[config.mk]
export PLATFORM = sky130hd
export DESIGN_NAME = id_ex_stage_register_flat
export DESIGN_NICKNAME = d
export VERILOG_FILES = /design/src/rtl/id_ex_stage_register_if.sv /design/src/rtl/id_ex_stage_register.sv /design/src/flat_wrapper.sv
export SDC_FILE = /design/constraint.sdc
export NUM_CORES = 1
export LEC_CHECK = 0
export ABC_AREA = 1
export BUFFER_PORTS_ARGS = -buffer_cell sky130_fd_sc_hd__buf_4
export CAP_MARGIN = 0
export CORE_MARGIN = 4
export CORE_UTILIZATION = 49
export DETAILED_ROUTE_END_ITERATION = 10
export MAX_ROUTING_LAYER = met4
export PLACE_DENSITY = 0.8
export SLEW_MARGIN = 15
export SYNTH_ARGS = -nofsm -noshare
export SYNTH_HDL_FRONTEND = slang
export SYNTH_SLANG_ARGS = --single-unit
[constraint.sdc]
create_clock -name clk -period 5.12 [get_ports clk]
set_clock_uncertainty 0.15 [all_clocks]
set_input_delay 0.256 -clock clk [delete_from_list [all_inputs] [get_ports clk]]
set_output_delay 0.256 -clock clk [all_outputs]
set_load 0.03 [all_outputs]
[src/rtl/id_ex_stage_register_if.sv]
// Signal bundle between the decode stage and the ID/EX stage register,
// including the EX/MEM and MEM/WB forwarding taps and the EX-facing outputs.
interface id_ex_stage_register_if #(
  parameter int DATA_WIDTH = 32,
  parameter int REG_AW     = 5,
  parameter int OP_WIDTH   = 4
);
  logic                  i_stall;
  logic                  i_flush;
  logic                  i_valid;
  logic [OP_WIDTH-1:0]   i_alu_op;
  logic [DATA_WIDTH-1:0] i_rs_data;
  logic [DATA_WIDTH-1:0] i_rt_data;
  logic [DATA_WIDTH-1:0] i_imm_ext;
  logic [4:0]            i_shamt;
  logic [REG_AW-1:0]     i_rs_addr;
  logic [REG_AW-1:0]     i_rt_addr;
  logic [REG_AW-1:0]     i_rd_addr;
  logic                  i_alu_src;
  logic                  i_reg_dst;
  logic                  i_reg_write;
  logic                  i_mem_read;
  logic                  i_mem_write;
  logic                  i_mem_to_reg;
  logic                  i_exmem_reg_write;
  logic [REG_AW-1:0]     i_exmem_rd;
  logic [DATA_WIDTH-1:0] i_exmem_result;
  logic                  i_memwb_reg_write;
  logic [REG_AW-1:0]     i_memwb_rd;
  logic [DATA_WIDTH-1:0] i_memwb_result;
  logic                  o_valid;
  logic [OP_WIDTH-1:0]   o_alu_op;
  logic [DATA_WIDTH-1:0] o_alu_a;
  logic [DATA_WIDTH-1:0] o_alu_b;
  logic [5:0]            o_shamt;
  logic [DATA_WIDTH-1:0] o_store_data;
  logic [REG_AW-1:0]     o_write_reg;
  logic                  o_reg_write;
  logic                  o_mem_read;
  logic                  o_mem_write;
  logic                  o_mem_to_reg;

  modport master (
    output i_stall, i_flush, i_valid, i_alu_op, i_rs_data, i_rt_data, i_imm_ext,
           i_shamt, i_rs_addr, i_rt_addr, i_rd_addr, i_alu_src, i_reg_dst,
           i_reg_write, i_mem_read, i_mem_write, i_mem_to_reg,
           i_exmem_reg_write, i_exmem_rd, i_exmem_result,
           i_memwb_reg_write, i_memwb_rd, i_memwb_result,
    input  o_valid, o_alu_op, o_alu_a, o_alu_b, o_shamt, o_store_data,
           o_write_reg, o_reg_write, o_mem_read, o_mem_write, o_mem_to_reg
  );

  modport slave (
    input  i_stall, i_flush, i_valid, i_alu_op, i_rs_data, i_rt_data, i_imm_ext,
           i_shamt, i_rs_addr, i_rt_addr, i_rd_addr, i_alu_src, i_reg_dst,
           i_reg_write, i_mem_read, i_mem_write, i_mem_to_reg,
           i_exmem_reg_write, i_exmem_rd, i_exmem_result,
           i_memwb_reg_write, i_memwb_rd, i_memwb_result,
    output o_valid, o_alu_op, o_alu_a, o_alu_b, o_shamt, o_store_data,
           o_write_reg, o_reg_write, o_mem_read, o_mem_write, o_mem_to_reg
  );
endinterface

[src/rtl/id_ex_stage_register.sv]
// ID/EX pipeline register for the MIPS core: captures decoded fields, supports
// stall/flush, and forwards EX/MEM and MEM/WB results into the ALU operands.
module id_ex_stage_register #(
  parameter int DATA_WIDTH = 32,
  parameter int REG_AW     = 5,
  parameter int OP_WIDTH   = 4
) (
  input logic                     clk,
  input logic                     reset,
  id_ex_stage_register_if.slave   stage
);

  logic                  valid_r;
  logic [OP_WIDTH-1:0]   alu_op_r;
  logic [DATA_WIDTH-1:0] rs_data_r;
  logic [DATA_WIDTH-1:0] rt_data_r;
  logic [DATA_WIDTH-1:0] imm_r;
  logic [4:0]            shamt_r;
  logic [REG_AW-1:0]     rs_addr_r;
  logic [REG_AW-1:0]     rt_addr_r;
  logic [REG_AW-1:0]     write_reg_r;
  logic                  alu_src_r;
  logic                  reg_write_r;
  logic                  mem_read_r;
  logic                  mem_write_r;
  logic                  mem_to_reg_r;

  logic                  ex_hit_rs_s;
  logic                  ex_hit_rt_s;
  logic                  wb_hit_rs_s;
  logic                  wb_hit_rt_s;
  logic [DATA_WIDTH-1:0] fwd_rs_s;
  logic [DATA_WIDTH-1:0] fwd_rt_s;
  logic [REG_AW-1:0]     dest_s;

  // Register 0 is hardwired, so a producer targeting it never matches.
  function automatic logic fwd_hit(
    input logic              we,
    input logic [REG_AW-1:0] rd,
    input logic [REG_AW-1:0] src
  );
    return we && (rd != {REG_AW{1'b0}}) && (rd == src);
  endfunction

  // Forwarding hit detection and operand selection; EX/MEM is the younger result.
  always_comb begin
    ex_hit_rs_s = fwd_hit(stage.i_exmem_reg_write, stage.i_exmem_rd, rs_addr_r);
    ex_hit_rt_s = fwd_hit(stage.i_exmem_reg_write, stage.i_exmem_rd, rt_addr_r);
    wb_hit_rs_s = fwd_hit(stage.i_memwb_reg_write, stage.i_memwb_rd, rs_addr_r);
    wb_hit_rt_s = fwd_hit(stage.i_memwb_reg_write, stage.i_memwb_rd, rt_addr_r);
    if (ex_hit_rs_s) begin
      fwd_rs_s = stage.i_exmem_result;
    end else if (wb_hit_rs_s) begin
      fwd_rs_s = stage.i_memwb_result;
    end else begin
      fwd_rs_s = rs_data_r;
    end
    if (ex_hit_rt_s) begin
      fwd_rt_s = stage.i_exmem_result;
    end else if (wb_hit_rt_s) begin
      fwd_rt_s = stage.i_memwb_result;
    end else begin
      fwd_rt_s = rt_data_r;
    end
  end

  // Destination register is resolved in decode so EX only sees the final index.
  always_comb begin
    if (stage.i_reg_dst) begin
      dest_s = stage.i_rd_addr;
    end else begin
      dest_s = stage.i_rt_addr;
    end
  end

  // Stage registers: reset > flush > stall > load.
  always_ff @(posedge clk or posedge reset) begin
    if (reset) begin
      valid_r      <= 1'b0;
      alu_op_r     <= {OP_WIDTH{1'b0}};
      rs_data_r    <= {DATA_WIDTH{1'b0}};
      rt_data_r    <= {DATA_WIDTH{1'b0}};
      imm_r        <= {DATA_WIDTH{1'b0}};
      shamt_r      <= 5'd0;
      rs_addr_r    <= {REG_AW{1'b0}};
      rt_addr_r    <= {REG_AW{1'b0}};
      write_reg_r  <= {REG_AW{1'b0}};
      alu_src_r    <= 1'b0;
      reg_write_r  <= 1'b0;
      mem_read_r   <= 1'b0;
      mem_write_r  <= 1'b0;
      mem_to_reg_r <= 1'b0;
    end else if (stage.i_flush) begin
      valid_r      <= 1'b0;
      alu_op_r     <= {OP_WIDTH{1'b0}};
      rs_data_r    <= {DATA_WIDTH{1'b0}};
      rt_data_r    <= {DATA_WIDTH{1'b0}};
      imm_r        <= {DATA_WIDTH{1'b0}};
      shamt_r      <= 5'd0;
      rs_addr_r    <= {REG_AW{1'b0}};
      rt_addr_r    <= {REG_AW{1'b0}};
      write_reg_r  <= {REG_AW{1'b0}};
      alu_src_r    <= 1'b0;
      reg_write_r  <= 1'b0;
      mem_read_r   <= 1'b0;
      mem_write_r  <= 1'b0;
      mem_to_reg_r <= 1'b0;
    end else if (stage.i_stall) begin
      // A MEM/WB producer retires during the stall; keep its value for later.
      if (wb_hit_rs_s) begin
        rs_data_r <= stage.i_memwb_result;
      end else begin
        rs_data_r <= rs_data_r;
      end
      if (wb_hit_rt_s) begin
        rt_data_r <= stage.i_memwb_result;
      end else begin
        rt_data_r <= rt_data_r;
      end
    end else begin
      valid_r      <= stage.i_valid;
      alu_op_r     <= stage.i_alu_op;
      rs_data_r    <= stage.i_rs_data;
      rt_data_r    <= stage.i_rt_data;
      imm_r        <= stage.i_imm_ext;
      shamt_r      <= stage.i_shamt;
      rs_addr_r    <= stage.i_rs_addr;
      rt_addr_r    <= stage.i_rt_addr;
      write_reg_r  <= dest_s;
      alu_src_r    <= stage.i_alu_src;
      reg_write_r  <= stage.i_reg_write;
      mem_read_r   <= stage.i_mem_read;
      mem_write_r  <= stage.i_mem_write;
      mem_to_reg_r <= stage.i_mem_to_reg;
    end
  end

  // EX-facing outputs; operands follow forwarding, everything else is the register.
  always_comb begin
    stage.o_valid      = valid_r;
    stage.o_alu_op     = alu_op_r;
    stage.o_alu_a      = fwd_rs_s;
    stage.o_shamt      = {1'b0, shamt_r};
    stage.o_store_data = fwd_rt_s;
    stage.o_write_reg  = write_reg_r;
    stage.o_reg_write  = reg_write_r;
    stage.o_mem_read   = mem_read_r;
    stage.o_mem_write  = mem_write_r;
    stage.o_mem_to_reg = mem_to_reg_r;
    if (alu_src_r) begin
      stage.o_alu_b = imm_r;
    end else begin
      stage.o_alu_b = fwd_rt_s;
    end
  end

endmodule

[src/flat_wrapper.sv]
// flat-port wrapper written by rule: the top's interface ports become plain ports
module id_ex_stage_register_flat 
#(
  parameter int DATA_WIDTH = 32,
  parameter int REG_AW     = 5,
  parameter int OP_WIDTH   = 4
)
  (clk, reset, stage_i_stall, stage_i_flush, stage_i_valid, stage_i_alu_op, stage_i_rs_data, stage_i_rt_data, stage_i_imm_ext, stage_i_shamt, stage_i_rs_addr, stage_i_rt_addr, stage_i_rd_addr, stage_i_alu_src, stage_i_reg_dst, stage_i_reg_write, stage_i_mem_read, stage_i_mem_write, stage_i_mem_to_reg, stage_i_exmem_reg_write, stage_i_exmem_rd, stage_i_exmem_result, stage_i_memwb_reg_write, stage_i_memwb_rd, stage_i_memwb_result, stage_o_valid, stage_o_alu_op, stage_o_alu_a, stage_o_alu_b, stage_o_shamt, stage_o_store_data, stage_o_write_reg, stage_o_reg_write, stage_o_mem_read, stage_o_mem_write, stage_o_mem_to_reg);
  id_ex_stage_register_if #(.DATA_WIDTH(DATA_WIDTH), .REG_AW(REG_AW), .OP_WIDTH(OP_WIDTH)) stage_i ();
  input logic clk;
  input logic reset;
  input wire logic [$bits(stage_i.i_stall)-1:0] stage_i_stall;
  input wire logic [$bits(stage_i.i_flush)-1:0] stage_i_flush;
  input wire logic [$bits(stage_i.i_valid)-1:0] stage_i_valid;
  input wire logic [$bits(stage_i.i_alu_op)-1:0] stage_i_alu_op;
  input wire logic [$bits(stage_i.i_rs_data)-1:0] stage_i_rs_data;
  input wire logic [$bits(stage_i.i_rt_data)-1:0] stage_i_rt_data;
  input wire logic [$bits(stage_i.i_imm_ext)-1:0] stage_i_imm_ext;
  input wire logic [$bits(stage_i.i_shamt)-1:0] stage_i_shamt;
  input wire logic [$bits(stage_i.i_rs_addr)-1:0] stage_i_rs_addr;
  input wire logic [$bits(stage_i.i_rt_addr)-1:0] stage_i_rt_addr;
  input wire logic [$bits(stage_i.i_rd_addr)-1:0] stage_i_rd_addr;
  input wire logic [$bits(stage_i.i_alu_src)-1:0] stage_i_alu_src;
  input wire logic [$bits(stage_i.i_reg_dst)-1:0] stage_i_reg_dst;
  input wire logic [$bits(stage_i.i_reg_write)-1:0] stage_i_reg_write;
  input wire logic [$bits(stage_i.i_mem_read)-1:0] stage_i_mem_read;
  input wire logic [$bits(stage_i.i_mem_write)-1:0] stage_i_mem_write;
  input wire logic [$bits(stage_i.i_mem_to_reg)-1:0] stage_i_mem_to_reg;
  input wire logic [$bits(stage_i.i_exmem_reg_write)-1:0] stage_i_exmem_reg_write;
  input wire logic [$bits(stage_i.i_exmem_rd)-1:0] stage_i_exmem_rd;
  input wire logic [$bits(stage_i.i_exmem_result)-1:0] stage_i_exmem_result;
  input wire logic [$bits(stage_i.i_memwb_reg_write)-1:0] stage_i_memwb_reg_write;
  input wire logic [$bits(stage_i.i_memwb_rd)-1:0] stage_i_memwb_rd;
  input wire logic [$bits(stage_i.i_memwb_result)-1:0] stage_i_memwb_result;
  output wire logic [$bits(stage_i.o_valid)-1:0] stage_o_valid;
  output wire logic [$bits(stage_i.o_alu_op)-1:0] stage_o_alu_op;
  output wire logic [$bits(stage_i.o_alu_a)-1:0] stage_o_alu_a;
  output wire logic [$bits(stage_i.o_alu_b)-1:0] stage_o_alu_b;
  output wire logic [$bits(stage_i.o_shamt)-1:0] stage_o_shamt;
  output wire logic [$bits(stage_i.o_store_data)-1:0] stage_o_store_data;
  output wire logic [$bits(stage_i.o_write_reg)-1:0] stage_o_write_reg;
  output wire logic [$bits(stage_i.o_reg_write)-1:0] stage_o_reg_write;
  output wire logic [$bits(stage_i.o_mem_read)-1:0] stage_o_mem_read;
  output wire logic [$bits(stage_i.o_mem_write)-1:0] stage_o_mem_write;
  output wire logic [$bits(stage_i.o_mem_to_reg)-1:0] stage_o_mem_to_reg;
  assign stage_i.i_stall = stage_i_stall;
  assign stage_i.i_flush = stage_i_flush;
  assign stage_i.i_valid = stage_i_valid;
  assign stage_i.i_alu_op = stage_i_alu_op;
  assign stage_i.i_rs_data = stage_i_rs_data;
  assign stage_i.i_rt_data = stage_i_rt_data;
  assign stage_i.i_imm_ext = stage_i_imm_ext;
  assign stage_i.i_shamt = stage_i_shamt;
  assign stage_i.i_rs_addr = stage_i_rs_addr;
  assign stage_i.i_rt_addr = stage_i_rt_addr;
  assign stage_i.i_rd_addr = stage_i_rd_addr;
  assign stage_i.i_alu_src = stage_i_alu_src;
  assign stage_i.i_reg_dst = stage_i_reg_dst;
  assign stage_i.i_reg_write = stage_i_reg_write;
  assign stage_i.i_mem_read = stage_i_mem_read;
  assign stage_i.i_mem_write = stage_i_mem_write;
  assign stage_i.i_mem_to_reg = stage_i_mem_to_reg;
  assign stage_i.i_exmem_reg_write = stage_i_exmem_reg_write;
  assign stage_i.i_exmem_rd = stage_i_exmem_rd;
  assign stage_i.i_exmem_result = stage_i_exmem_result;
  assign stage_i.i_memwb_reg_write = stage_i_memwb_reg_write;
  assign stage_i.i_memwb_rd = stage_i_memwb_rd;
  assign stage_i.i_memwb_result = stage_i_memwb_result;
  assign stage_o_valid = stage_i.o_valid;
  assign stage_o_alu_op = stage_i.o_alu_op;
  assign stage_o_alu_a = stage_i.o_alu_a;
  assign stage_o_alu_b = stage_i.o_alu_b;
  assign stage_o_shamt = stage_i.o_shamt;
  assign stage_o_store_data = stage_i.o_store_data;
  assign stage_o_write_reg = stage_i.o_write_reg;
  assign stage_o_reg_write = stage_i.o_reg_write;
  assign stage_o_mem_read = stage_i.o_mem_read;
  assign stage_o_mem_write = stage_i.o_mem_write;
  assign stage_o_mem_to_reg = stage_i.o_mem_to_reg;
  id_ex_stage_register #(.DATA_WIDTH(DATA_WIDTH), .REG_AW(REG_AW), .OP_WIDTH(OP_WIDTH)) u_core (.clk(clk), .reset(reset), .stage(stage_i));
endmodule
Word level (Yosys, flattened, before mapping) --
Index checks and enable logic that the tools add are counted.
Word-level totals: bits in registers 126
Cells by class: equality and inequality tests 5, multiplexer cells 34, reduce and logical (&&, ||, !) cells 8
Operators with widths (number):
- $mux W32 | 11
- $mux W5 | 9
- $eq A5 B5 Y1 | 4
- $mux W1 | 12
- $reduce_bool A5 Y1 | 2
- $mux W4 | 2
- $logic_and A1 B1 Y1 | 6
- $ne A2 B1 Y1 const B | 1

Logic depth before layout (Yosys ltp) --
depth in word-level cells 6, mapped depth 11

Worst setup path before layout --
OpenSTA, ideal clock, no wires.
kind reg2out, start register u_core.rs_addr_r[3], end output stage_o_alu_a[10], data arrival time 1.856 ns, path slack 2.858 ns, stages on the path, launching flop included 6, buffers on the path 1, cells stage by stage dfrtp_1 -> xor2_1 -> nor3_1 -> nand3_1 -> clkbuf_1 -> o21ai_0
On the way: longest elaborated chain between the ends 4, elaborated cells on any way between the ends 6, classes of those cells eq/ne: 2; mux: 2; reduce/logical: 2
RTL lines:
- from (decl) | line id_ex_stage_register.sv:19 | logic [REG_AW-1:0] rs_addr_r;
- from (signal assigned) | line id_ex_stage_register.sv:85 | rs_addr_r <= {REG_AW{1'b0}};
- from (signal assigned) | line id_ex_stage_register.sv:100 | rs_addr_r <= {REG_AW{1'b0}};
- from (signal assigned) | line id_ex_stage_register.sv:127 | rs_addr_r <= stage.i_rs_addr;
- $eq A5 B5 Y1 | line id_ex_stage_register.sv:42 | return we && (rd != {REG_AW{1'b0}}) && (rd == src);
- $logic_and A1 B1 Y1 | line id_ex_stage_register.sv:42
- $mux W32
- $mux W32 (*) | line id_ex_stage_register.sv:51 | if (ex_hit_rs_s) begin
- to (decl) | line flat_wrapper.sv:37 | output wire logic [$bits(stage_i.o_alu_a)-1:0] stage_o_alu_a;
Every way passes the cells marked *; elsewhere a longest branch is shown, timed or not.

Final worst setup path --
start register u_core.rt_addr_r[3], end output stage_o_alu_b[5]
On the way: longest elaborated chain between the ends 5, elaborated cells on any way between the ends 7, classes of those cells eq/ne: 2; mux: 3; reduce/logical: 2
RTL lines:
- from (decl) | line id_ex_stage_register.sv:20 | logic [REG_AW-1:0] rt_addr_r;
- from (signal assigned) | line id_ex_stage_register.sv:86 | rt_addr_r <= {REG_AW{1'b0}};
- from (signal assigned) | line id_ex_stage_register.sv:101 | rt_addr_r <= {REG_AW{1'b0}};
- from (signal assigned) | line id_ex_stage_register.sv:128 | rt_addr_r <= stage.i_rt_addr;
- $eq A5 B5 Y1 | line id_ex_stage_register.sv:42
- $logic_and A1 B1 Y1 | line id_ex_stage_register.sv:42
- $mux W32
- $mux W32 (*) | line id_ex_stage_register.sv:58 | if (ex_hit_rt_s) begin
- $mux W32 (*) | line id_ex_stage_register.sv:150 | if (alu_src_r) begin
- to (decl) | line flat_wrapper.sv:38 | output wire logic [$bits(stage_i.o_alu_b)-1:0] stage_o_alu_b;
Marked as above.

==> summary by stage <==
GRT
The combined global-route utilization of all metal layers is 34.97%. The number of antenna violations at the first check in global routing is 0. The number of global-route vias before repair came to 9965. Entering global routing, the biggest net connects 85 pins.

The global-route wire length before repair is 49.25 mm. The total global routing overflow is 0.

Yosys
The post-synthesis net count is 1393. The post-synthesis instance area is 0.007936 mm². Of all flip-flops after synthesis, the portion carrying an async set or reset was 100.0%. By count the netlist is led by sky130_fd_sc_hd__nand2_1 (231), sky130_fd_sc_hd__inv_1 (227), sky130_fd_sc_hd__nand3_1 (227).

Synthesis instantiated 26 different standard cells from the library. The post-synthesis sequential element count is 126. By instance count, the leading cell after synthesis is sky130_fd_sc_hd__nand2_1. The fraction of synthesized cell area taken by the top area cell type is 39.73%. The total number of yosys warnings is 0. A synthesized cell averages 6.692 µm².

After synthesis, flip-flops and latches occupy 39.73% of the total area. In the synthesized netlist the dominant register cell turns out to be sky130_fd_sc_hd__dfrtp_1. The post-synthesis instance total is 1186.

In the post-synthesis netlist, the biggest area contributors are sky130_fd_sc_hd__dfrtp_1 (40%), sky130_fd_sc_hd__nand3_1 (14%), sky130_fd_sc_hd__nand2_1 (11%). In this run, synthesis inferred 0 flip-flops with an integrated enable. The dominant cell type by area after synthesis is sky130_fd_sc_hd__dfrtp_1.

Floorplanning
The die height is 135.3 µm. In this run the core area contains 46 standard-cell rows. The die outline width is 135.3 µm. After floorplanning, the core was sized to cover 0.01589 mm². The top-level port count is 323. The starting density of the core is 49.96%. The floorplan step defined a die boundary enclosing 0.01830 mm².

Clocking
The clock latency reported for the late side of the worst-skew pair is 0.42 ns. The total clock buffers created by CTS is 17. The clock root buffer is sky130_fd_sc_hd__clkbuf_16. Counting every sink on the clock net gives 126.

The maximum clock insertion buffer count is 2. The count of H-tree levels built during CTS is 4. TritonCTS built the clock tree. The clock-pin slew of the registers on the worst-case setup and hold paths is 0.06 ns.

Place
The half-perimeter wire length after detailed placement is 19.73 mm. The routability congestion estimate from global placement is 0.8790. Once placement completed, the tool counted placed cells totaling 1658. The number of port buffers is 321.

STA
The number of pins with negative max-slew slack in the final report is 0. The total count of hold-check failures in the final report is 0. The ratio of final minimum period to clock period is 78.78%. The smallest clock period supported by the final layout is computed as 4.034 ns. The max-slew headroom at the worst pin is 28.20%.

Adding up every negative setup slack in the final design gives 0 ns. The slew of the pin with the lowest slew margin is 1.074 ns. Timing would allow up to 247.9 MHz. Setup violations remaining at the end of the flow were counted as 0. Setup repair after global routing left no endpoint under its margin.

Setup path
The largest fanout of any net on the critical path is 33. The reg2reg setup slack is 2.01 ns. The number of cells on the worst reg-to-reg path is 8. The startpoint identified for the worst register-to-register timing path is u_core.rt_addr_r[0]. Among cell families on the critical path, the largest total delay comes from simple AND/OR/NAND/NOR gates. The critical register-to-register path endpoint is u_core.rt_data_r[5]. The cell repeated most along the worst path is sky130_fd_sc_hd__nand3_1. STA classifies the critical path startpoint as a flip-flop. The slowest stage of the critical path belongs to the cell sky130_fd_sc_hd__nand3_2. Tracing the worst setup path back leads to its startpoint at u_core.rt_addr_r[3]. Data on the critical path arrives at its endpoint at 3.63 ns.

The most critical setup path has its endpoint at stage_o_alu_b[5]. The category of the worst setup path capture point is a primary output. The critical path is of the reg -> out type. The critical path runs through a total of 7 cells. The stage delay of the slowest cell on the critical path is 0.87 ns. The signal on the critical path passes through xor2_1 -> nor2_4 -> nand3_2 -> nand3_1 -> nand3_1 -> nand2_1 -> buf_4. The number of buffers and inverters on the critical path is 1. The worst endpoint required time is 4.71 ns.

Power and ir drop
The net switching power figure is 1026 µW. The worst-case vdd ir drop is 0.2081 mV. Net switching is 32.12% of the power. The power per unit of standard cell area is 265.7 mW/mm².

Sequential cells account for 34.0% of the total power. The clock group share of total power is 37.9%. The total leakage power is 0.006751 µW. The share of total power in combinational logic is 28.1%. The design internal power is 2168 µW.

Finish
0 antenna diodes ended up in the layout. The number of nets in the layout is 1770. The share of post-route cells with drive strength above 1 is 23.79%. In the final layout, the multi-input gates occupy 0.003637 mm².

The count of cells in the finished layout, fillers not included, comes to 1792. The largest registers in the layout are u_core.imm_r: 32 flops, u_core.rs_data_r: 32 flops, u_core.rt_data_r: 32 flops. After filler insertion, the fill cell instance count of the layout stands at 1200. The flip-flop and latch area is 0.003153 mm².

The area growth from synthesis to layout is 51.43%.

Outcome
The run finished with clean final reports.

Routing
The first TritonRoute pass finished after 8 iterations. The starting DRC count in detailed routing is 836. The number of antenna-violating nets in the routed design is 0.

After detailed routing, the total wire length is 32.08 mm. The number of vias in the routed layout is 9763. The post-detailed-route DRC marker count is 0. After detailed routing, the number of vias per cell comes to 5.448. The detailed-route wire length per cell is 17.90 µm.

Hold path
The path class of the tightest hold or removal check is in -> reg.

Flow run
Max-cap violations in this run came to 0.
-- repair_timing --
| action | CTS | global route |
|---|---|---|
| resized for setup | 0 | 0 |
| buffers inserted | 0 | 0 |
| setup endpoints to repair | 0 | 0 |
| hold buffers | 102 | 0 |
| hold endpoints to repair | 115 | 0 |
-- metrics by stage --
stage	hold WS (ns)	utilization (%)	instance area [µm²]	power (µW)	setup slack [ns]
4_1_cts	0.0003034	75.62	12010	3179	1.208
2_1_floorplan	0.2392	-	7936	1555	1.358
3_5_place_dp	0.3228	65.50	10410	1911	1.690
5_1_grt	0.005730	75.65	12020	3315	0.8851
3_3_place_gp	0.3161	65.50	10410	1902	1.702
6_report	0.008602	75.65	12020	3193	1.086
-- cell type report --
type	count	area share (%)
multi-input cells	757	30.27
repair buffers	434	29.23
flip-flops and latches	126	26.24
inverters	227	7.132
clock buffers	22	3.946
well taps	216	2.249
clock inverters	10	0.9370
-- worst reg2reg max path: stages, from the launching register on --
cell and delay, ns:
sky130_fd_sc_hd__dfrtp_1 0.42, sky130_fd_sc_hd__xnor2_1 0.17, sky130_fd_sc_hd__nand2_1 0.11, sky130_fd_sc_hd__nor2_4 0.67, sky130_fd_sc_hd__nand3_2 0.88, sky130_fd_sc_hd__nand2_1 0.32, sky130_fd_sc_hd__nand3_1 0.13, sky130_fd_sc_hd__nand2_1 0.10
sky130_fd_sc_hd__inv_1 0.04
-- placed cells by master, fill, tap and decap left out, drive strengths merged --
master and instances:
a21oi 6, and2 32, buf 332, bufinv 2, clkbuf 22, clkinv 6, clkinvlp 2, conb 1
dfrtp 126, dlygate4sd3 102, inv 227, nand2 232, nand3 228, nand4 32, nor2 77, nor3 4
o21ai 123, o22ai 3, or2 1, xnor2 8, xor2 10
-- how the worst min path moves through the flow --
stage                        start                    to  slack (ns)  cells past startpoint
2_1_floorplan  stage_i_rs_data[11]  u_core.rs_data_r[11]        0.24                      2
3_3_place_gp      u_core.imm_r[13]      u_core.imm_r[13]        0.32                      2
3_5_place_dp       u_core.imm_r[0]       u_core.imm_r[0]        0.32                      2
4_1_cts         stage_i_rt_addr[4]   u_core.rt_addr_r[4]      0.0003                      3
5_1_grt         stage_i_rt_addr[4]   u_core.rt_addr_r[4]       0.006                      3
6_report        stage_i_rt_addr[4]   u_core.rt_addr_r[4]       0.009                      3
-- power groups by stage --
stage / logic [µW] / registers, µW / clock network [µW]
3_3_place_gp: 804 / 1100 / 0
4_1_cts: 880 / 1080 / 1220
5_1_grt: 960 / 1090 / 1270
2_1_floorplan: 444 / 1110 / 0
3_5_place_dp: 812 / 1100 / 0
6_report: 898 / 1080 / 1210
-- logic make-up after synthesis --
| group | share of synthesized area (%) |
|---|---|
| AND/OR/NAND/NOR | 34.76 |
| XOR/XNOR | 1.986 |
| buffers and inverters | 15.10 |
| flip-flops | 39.73 |
| AO/OA/AOI/OAI | 8.371 |
| other | 0.04725 |
-- layer usage --
layer  up-vias  track usage [%]  routed length (µm)
met4         0            18.48                1543
met2       647            58.32               15730
met5         -                -                   0
met3       127            7.132                3067
li1       4472                -                   -
met1      4517            39.77               11730
Note: power is estimated with default switching activity, not from simulation.
